### src/rtl/bypass_rr_arbiter.sv
// Round-robin arbiter for N bypass-FIFO requesters with a credit-limited
// output buffer; granted words are captured one cycle after the grant.
module bypass_rr_arbiter #(
    parameter int N         = 3,
    parameter int WIDTH     = 64,
    parameter int OUT_DEPTH = 4
) (
    input  logic                 CLK,
    input  logic                 Reset,
    input  logic [N-1:0]         i_Req,
    output logic [N-1:0]         o_Gnt,
    input  logic [N*WIDTH-1:0]   i_Data,
    output logic                 o_Valid,
    output logic [WIDTH-1:0]     o_Data,
    output logic [$clog2(N)-1:0] o_Src,
    input  logic                 i_Ready,
    output logic                 o_Busy
);
    localparam int SW  = $clog2(N);
    localparam int AW  = $clog2(OUT_DEPTH);
    localparam int CW  = $clog2(OUT_DEPTH + 1);
    localparam int CW1 = CW + 1;

    logic [SW-1:0]    ptr_r;
    logic             inflight_r;
    logic [SW-1:0]    sel_r;
    logic [CW-1:0]    count_r;
    logic [AW-1:0]    wr_ptr_r;
    logic [AW-1:0]    rd_ptr_r;
    logic [WIDTH-1:0] data_mem_r [OUT_DEPTH];
    logic [SW-1:0]    src_mem_r  [OUT_DEPTH];

    logic             grant_ok_s;
    logic             gnt_any_s;
    logic [SW-1:0]    gnt_idx_s;
    logic [SW-1:0]    scan_idx_s;
    logic             cap_s;
    logic             pop_s;
    logic [WIDTH-1:0] cap_word_s;
    logic [CW-1:0]    count_nxt_s;
    logic [AW-1:0]    rd_nxt_s;
    logic [AW-1:0]    wr_nxt_s;
    logic [WIDTH-1:0] head_data_nxt_s;
    logic [SW-1:0]    head_src_nxt_s;

    function automatic logic [SW-1:0] wrap_inc(input logic [SW-1:0] k);
        if (k == SW'(N - 1)) begin
            return SW'(0);
        end else begin
            return k + SW'(1);
        end
    endfunction

    // Credit check and rotating-priority scan starting at ptr_r.
    always_comb begin
        gnt_any_s  = 1'b0;
        gnt_idx_s  = '0;
        scan_idx_s = ptr_r;
        grant_ok_s = ({1'b0, count_r} + {{CW{1'b0}}, inflight_r}) < CW1'(OUT_DEPTH);
        if (!Reset && grant_ok_s) begin
            for (int i = 0; i < N; i++) begin
                if (!gnt_any_s && i_Req[scan_idx_s]) begin
                    gnt_any_s = 1'b1;
                    gnt_idx_s = scan_idx_s;
                end else begin
                end
                scan_idx_s = wrap_inc(scan_idx_s);
            end
        end else begin
        end
        o_Gnt = gnt_any_s ? (N'(1) << gnt_idx_s) : '0;
    end

    // Buffer bookkeeping and the head word as it will look after this edge.
    always_comb begin
        cap_s      = inflight_r;
        pop_s      = o_Valid && i_Ready;
        cap_word_s = i_Data[sel_r*WIDTH +: WIDTH];
        rd_nxt_s   = pop_s ? rd_ptr_r + AW'(1) : rd_ptr_r;
        wr_nxt_s   = cap_s ? wr_ptr_r + AW'(1) : wr_ptr_r;
        case ({cap_s, pop_s})
            2'b10:   count_nxt_s = count_r + CW'(1);
            2'b01:   count_nxt_s = count_r - CW'(1);
            default: count_nxt_s = count_r;
        endcase
        // A word captured this edge can already be the head (buffer empty after pop).
        if (cap_s && (wr_ptr_r == rd_nxt_s)) begin
            head_data_nxt_s = cap_word_s;
            head_src_nxt_s  = sel_r;
        end else begin
            head_data_nxt_s = data_mem_r[rd_nxt_s];
            head_src_nxt_s  = src_mem_r[rd_nxt_s];
        end
    end

    // Control state and registered consumer-side outputs.
    always_ff @(posedge CLK) begin
        if (Reset) begin
            ptr_r      <= '0;
            inflight_r <= 1'b0;
            sel_r      <= '0;
            count_r    <= '0;
            wr_ptr_r   <= '0;
            rd_ptr_r   <= '0;
            o_Valid    <= 1'b0;
            o_Data     <= '0;
            o_Src      <= '0;
            o_Busy     <= 1'b0;
        end else begin
            if (gnt_any_s) begin
                ptr_r <= wrap_inc(gnt_idx_s);
            end
            inflight_r <= gnt_any_s;
            sel_r      <= gnt_idx_s;
            count_r    <= count_nxt_s;
            wr_ptr_r   <= wr_nxt_s;
            rd_ptr_r   <= rd_nxt_s;
            o_Valid    <= (count_nxt_s != CW'(0));
            o_Data     <= head_data_nxt_s;
            o_Src      <= head_src_nxt_s;
            o_Busy     <= (count_nxt_s != CW'(0)) || gnt_any_s;
        end
    end

    // Buffer storage; contents need no reset since count gates their use.
    always_ff @(posedge CLK) begin
        if (!Reset && cap_s) begin
            data_mem_r[wr_ptr_r] <= cap_word_s;
            src_mem_r[wr_ptr_r]  <= sel_r;
        end
    end

endmodule

### config.mk
export PLATFORM = sky130hd
export DESIGN_NAME = bypass_rr_arbiter
export DESIGN_NICKNAME = d
export VERILOG_FILES = /design/src/rtl/bypass_rr_arbiter.sv
export SDC_FILE = /design/constraint.sdc
export NUM_CORES = 1
export LEC_CHECK = 0
export ABC_AREA = 1
export CAP_MARGIN = 5
export CORE_MARGIN = 4
export CORE_UTILIZATION = 47
export DETAILED_ROUTE_END_ITERATION = 6
export GPL_ROUTABILITY_DRIVEN = 0
export GPL_TIMING_DRIVEN = 1
export PLACE_DENSITY = 0.76
export SYNTH_ARGS = -nofsm -noshare
export SYNTH_HDL_FRONTEND = slang
export SYNTH_SLANG_ARGS = --single-unit
### constraint.sdc
create_clock -name CLK -period 4.08 [get_ports CLK]
set_input_delay 0.612 -clock CLK [delete_from_list [all_inputs] [get_ports CLK]]
set_output_delay 0.612 -clock CLK [all_outputs]
set_load 0.01 [all_outputs]
=== Yosys cells after proc, flatten, opt, wreduce, memory -nomap -nowiden ===
Memories as Yosys holds them, arrays and structs flattened. A register that Yosys moved wholly into a read port is not among the register bits.
Cells that the tools add are included.

* Register bits: 14
* Latch bits: 0
* Bits in writable memories: 264
* Memory bits (read-only): 0
* Output and inout bits: 71
* Memories: 2

{| class="wikitable"
|+ Memories
! name !! depth !! bits a word !! rd ports !! clocked after Yosys merged registers in !! write ports !! line !! RTL
|-
| data_mem_r || 4 || 64 || 1 || 1 || 1 || 30 || <nowiki>logic [WIDTH-1:0] data_mem_r [OUT_DEPTH];</nowiki>
|-
| src_mem_r || 4 || 2 || 1 || 1 || 1 || 31 || <nowiki>logic [SW-1:0] src_mem_r [OUT_DEPTH];</nowiki>
|}

* Add/subtract/negate cells: 8
* Multiply operators: 0
* Div/mod/pow operators: 0
* Magnitude comparators: 4
* Eq/ne operators: 5
* Shift operators: 2
* Mux-type cells: 26
* Bitwise logic cells: 0
* Reductions and logical operators: 10

{| class="wikitable"
|+ Operators by type and width
! cell !! number
|-
| 192-bit by 9-bit variable part select with 64-bit output || 1
|-
| 2-bit two-way mux || 10
|-
| 1-bit two-way mux || 11
|-
| 2-bit by 1-bit adder with 2-bit output (second input constant) || 5
|-
| 2-bit by 3-bit less-than comparator with 1-bit output (second input constant) || 3
|-
| 2-bit equality test (second input constant) || 4
|-
| 1-bit binary-select mux with 2-bit select || 3
|-
| 3-bit one-hot mux with 2 select lines || 1
|-
| 1-bit logical AND || 5
|-
| 3-bit by 1-bit adder with 4-bit output || 1
|-
| 4-bit by 3-bit less-than comparator with 1-bit output (second input constant) || 1
|-
| 3-bit by 1-bit adder with 3-bit output (second input constant) || 1
|-
| 1-bit logical NOT || 3
|-
| 3-bit two-way mux || 1
|-
| 3-bit nonzero test || 1
|-
| 1-bit by 2-bit left shift with 3-bit output (first input constant) || 1
|-
| 3-bit by 1-bit subtractor with 3-bit output (second input constant) || 1
|-
| 2-bit by 1-bit equality test with 1-bit output (second input constant) || 1
|-
| 1-bit logical OR || 1
|}

=== Longest topological paths before layout ===
* Depth after elaboration: 15
* Depth in mapped cells: 12
* Mapped depth without buffers: 11

=== Least setup slack after synthesis ===
No wires, ideal clock.

* Path kind: input port to flip-flop
* From: input Reset
* To: memory data_mem_r[0][0] (enable)
* Library setup time: 0.491 ns
* Arrival: 3.720 ns
* Required time: 3.589 ns
* Path slack: -0.131 ns
* Stages on the path: 4
* Path through: clkbuf_1 -> inv_1 -> nand2_1 -> nor2_1

* Longest elaborated chain between the ends: 4

{| class="wikitable"
|+ RTL lines
! what !! line !! RTL
|-
| start, declared || 9 || <nowiki>input logic Reset,</nowiki>
|-
| 1-bit logical NOT || 127 || <nowiki>if (!Reset && cap_s) begin</nowiki>
|-
| 1-bit logical AND || 127 ||
|-
| 1-bit two-way mux || 127 ||
|-
| 1-bit two-way mux (implied by the code) || 128 || <nowiki>data_mem_r[wr_ptr_r] <= cap_word_s;</nowiki>
|-
| end, declared || 30 ||
|}

No other way between the ends.

=== Worst setup path in the final report ===
* From: register ptr_r[1]
* To: output o_Gnt[0]

* Longest elaborated chain between the ends: 14
* Elaborated cells on any way between the ends: 30

{| class="wikitable"
|+ RTL lines
! what !! line !! RTL
|-
| start, declared || 24 || <nowiki>logic [SW-1:0] ptr_r;</nowiki>
|-
| start signal, assigned || 111 || <nowiki>ptr_r <= wrap_inc(gnt_idx_s);</nowiki>
|-
| branches (longest 13 deep; another with 2-bit by 1-bit adder with 2-bit output) || -- ||
|-
| 3-bit two-way mux * || 71 || <nowiki>o_Gnt = gnt_any_s ? (N'(1) << gnt_idx_s) : '0;</nowiki>
|-
| end, declared || 11 || <nowiki>output logic [N-1:0] o_Gnt,</nowiki>
|}

Every way passes the cells marked *. The select of a mux whose other input is x is not followed.

==> results.yml <==
yosys:
  syn_area_um2: 14460
  synth_common_cells: "nor2_1, o21ai_0, edfxtp_1, nand2_1, dfxtp_1"
  async_reset_ff_share_pct: 0
  synth_area_leaders: "edfxtp_1, dfxtp_1, o21ai_0"
  yosysTopAreaCell: "edfxtp_1"
  synth_cell_types: 29
  yosysMostFrequentCell: "nor2_1"
  syn_area_per_cell_um2: 10.12
  synth_fp_nets: 1633
  synth.top_cell.area_share_pct: 54.82
  synth-edff-count: 264
  ys_seq_area_share_pct: 65.90
  syn_inst: 1429
  ys_ff_latch: 344
  synth_flop_cell: "edfxtp_1"
  yosys_warnings: 0
die:
  coreArea_um2: 30030
  die_area_um2: 33640
  dieWidth_um: 183.4
  io_pins: 269
  die_h_um: 183.4
  start_util_pct: 48.15
  rows: 63
placement:
  dpl.hpwl_mm: 24.07
  dpl_cell_area_um2: 17500
  portBuffers: 268
clock_network:
  clk_latency_ps: 520
  ctsHoldBuffers: 0
  ctsLongestPathBuffers: 3
  clock_sinks: 344
  cts_root_buf: "clkbuf_16"
  clk_pin_slew_ps: 60
  cts_inserted_buffers: 37
  htreeDepth: 2
  cts_tree: "built"
  cts-resized-gates: 0
  postCtsSetupRepairBufs: 0
sta:
  hold_ws_ps: 552.5
  fin_crit_sh_pct: 79.41
  rsz0062_at_grt: "false"
  fin_skew_ps: 19.66
  finalHoldViolCount: 0
  worst_pin_slew_ps: 860.7
  slew_viol_final: 0
  finalSetupViolCount: 0
  fin_crit_ps: 3240
  max_freq_mhz: 308.7
  maxSlewHeadroom_pct: 42.02
pwr:
  p_leak_uw: 0.006948
  powerDensity_nw_per_um2: 603.0
  peakVddDrop_mv: 0.3179
worst_setup_path:
  worstSetupPathType: "reg2out"
  critical_path_required_ps: 3470
  path_max_fanout: 8
  slowest_delay_ps: 540
  crit_slowest_cell: "clkdlybuf4s50_1"
  crit_path_end_kind: "primary output"
  cp.arrival_ps: 2630
  cp-start-kind: "flop"
  path_cells: "nor2_1, nand2_1, nand2_1, nor2_1, nand3_1, nor2_1, nor2_1, nand2_1, nand2_1, inv_1, clkdlybuf4s50_1"
detailed_routing:
  avgViaCountPerCell: 5.409
  remaining_drc_errors: 0
  first_pass_iters: 5
  antenna_left: 0
  routed_wl_mm: 38.79
  vias: 11284
  met1Wirelength_mm: 15.39
  dr_wl_met2_mm: 19.05
  met3_length_mm: 3.376
  wl_per_cell_um: 18.60
  initialDrtViolationCount: 1065
  maxUsedRoutingLayer: "met5"
global_route:
  antenna_found_initial: 2
  grt_pass1_wl_mm: 60.56
  grt_pass1_vias: 11317
  track_usage_pct: 22.60
  overflow: 0
  grt_max_degree: 134
layout:
  fillers: 2392
  final_area_um2: 18750
  synthToLayoutAreaGrowth_pct: 29.67
  drive_gt1_share_pct: 7.606
  nNetsFinal: 1872
  n_antenna_cell: 0
min_path:
  min_path_type: "reg2reg"
run:
  drv_cap: 0
outcome:
  status: "finished, final reports clean"
## metal layers
metal,vias up,global-route usage (%)
li1,5374,-
met1,5373,28.42
met2,468,39.51
met3,65,4.958
met4,4,6.347
met5,-,0
## cell usage in the layout (no fill, tap or decap), types with 5 or more instances in the layout
cell	netlist	layout
nor2_1	382	378
or2_2	31	31
clkdlybuf4s50_1	0	267
nor2_4	0	5
ha_1	5	5
clkinv_1	1	6
a21oi_1	38	38
bufinv_16	0	5
edfxtp_1	264	264
a22oi_1	31	31
clkbuf_1	62	6
nand2_1	84	84
nand3_1	42	42
buf_4	4	24
inv_1	58	58
dfxtp_1	80	79
clkbuf_16	0	38
clkinv_2	0	7
o21ai_1	10	10
o21ai_0	293	293
## worst max-delay path, delay by kind of cell (launching register included)
family | cells | cell delay [ps]
simple gates | 9 | 1040
buf+inv | 2 | 600
flops | 1 | 460
## per-stage QoR
step           cells  utilization [%]  total power (uW)  setup WS, ps  TNS, ps
2_1_floorplan   1429                -              6559        -130.5   -34460
3_3_place_gp    2019            58.28              7907         729.4        0
3_5_place_dp    2019            58.28              7991         627.6        0
4_1_cts         2086            62.43             11380         843.2        0
5_1_grt         2086            62.43             11940         572.4        0
6_report        2086            62.43             11310         840.2        0
## final cells by class
cell class	count	area, um^2	share of cell area (%)
clock buffer	46	1001	5.338
sequential	344	9530	50.83
inverter	62	235.2	1.255
tap	390	488.0	2.602
clock inverter	21	247.7	1.321
timing repair buffer	294	2898	15.45
multi-input combinational	929	4350	23.20
## final timing paths
path	startpoint	end	slack, ps	cells past startpoint
min reg2reg	ptr_r[0]	ptr_r[0]	550	2
max reg2reg	o_Valid	o_Data[35]	1380	12
max	ptr_r[1]	o_Gnt[0]	840	11
min	ptr_r[0]	ptr_r[0]	550	2
## power breakdown
part	switching [uW]	leakage (uW)	internal (uW)
Clock	1320	0.000611	2070
Sequential	162	0.00306	4480
Combinational	2080	0.00327	1190
## sequential cells by signal (all words and copies together), names as in the netlist
register and count:
o_Src 2, data_mem_r 256, src_mem_r 8, wr_ptr_r 2
rd_ptr_r 2, count_r 3, o_Data 64, sel_r 2
o_Valid 1, ptr_r 2, cap_s 1, o_Busy 1
## logic make-up after synthesis
| group | Yosys count | share of synthesized area (%) |
|---|---|---|
| simple gates | 545 | 15.21 |
| compound gates | 374 | 13.52 |
| flops | 344 | 65.90 |
| buf+inv | 156 | 4.370 |
| fa+ha+maj | 6 | 0.5711 |
| xor+xnor | 4 | 0.4241 |
No activity file was read; power rests on OpenSTA's default activity.
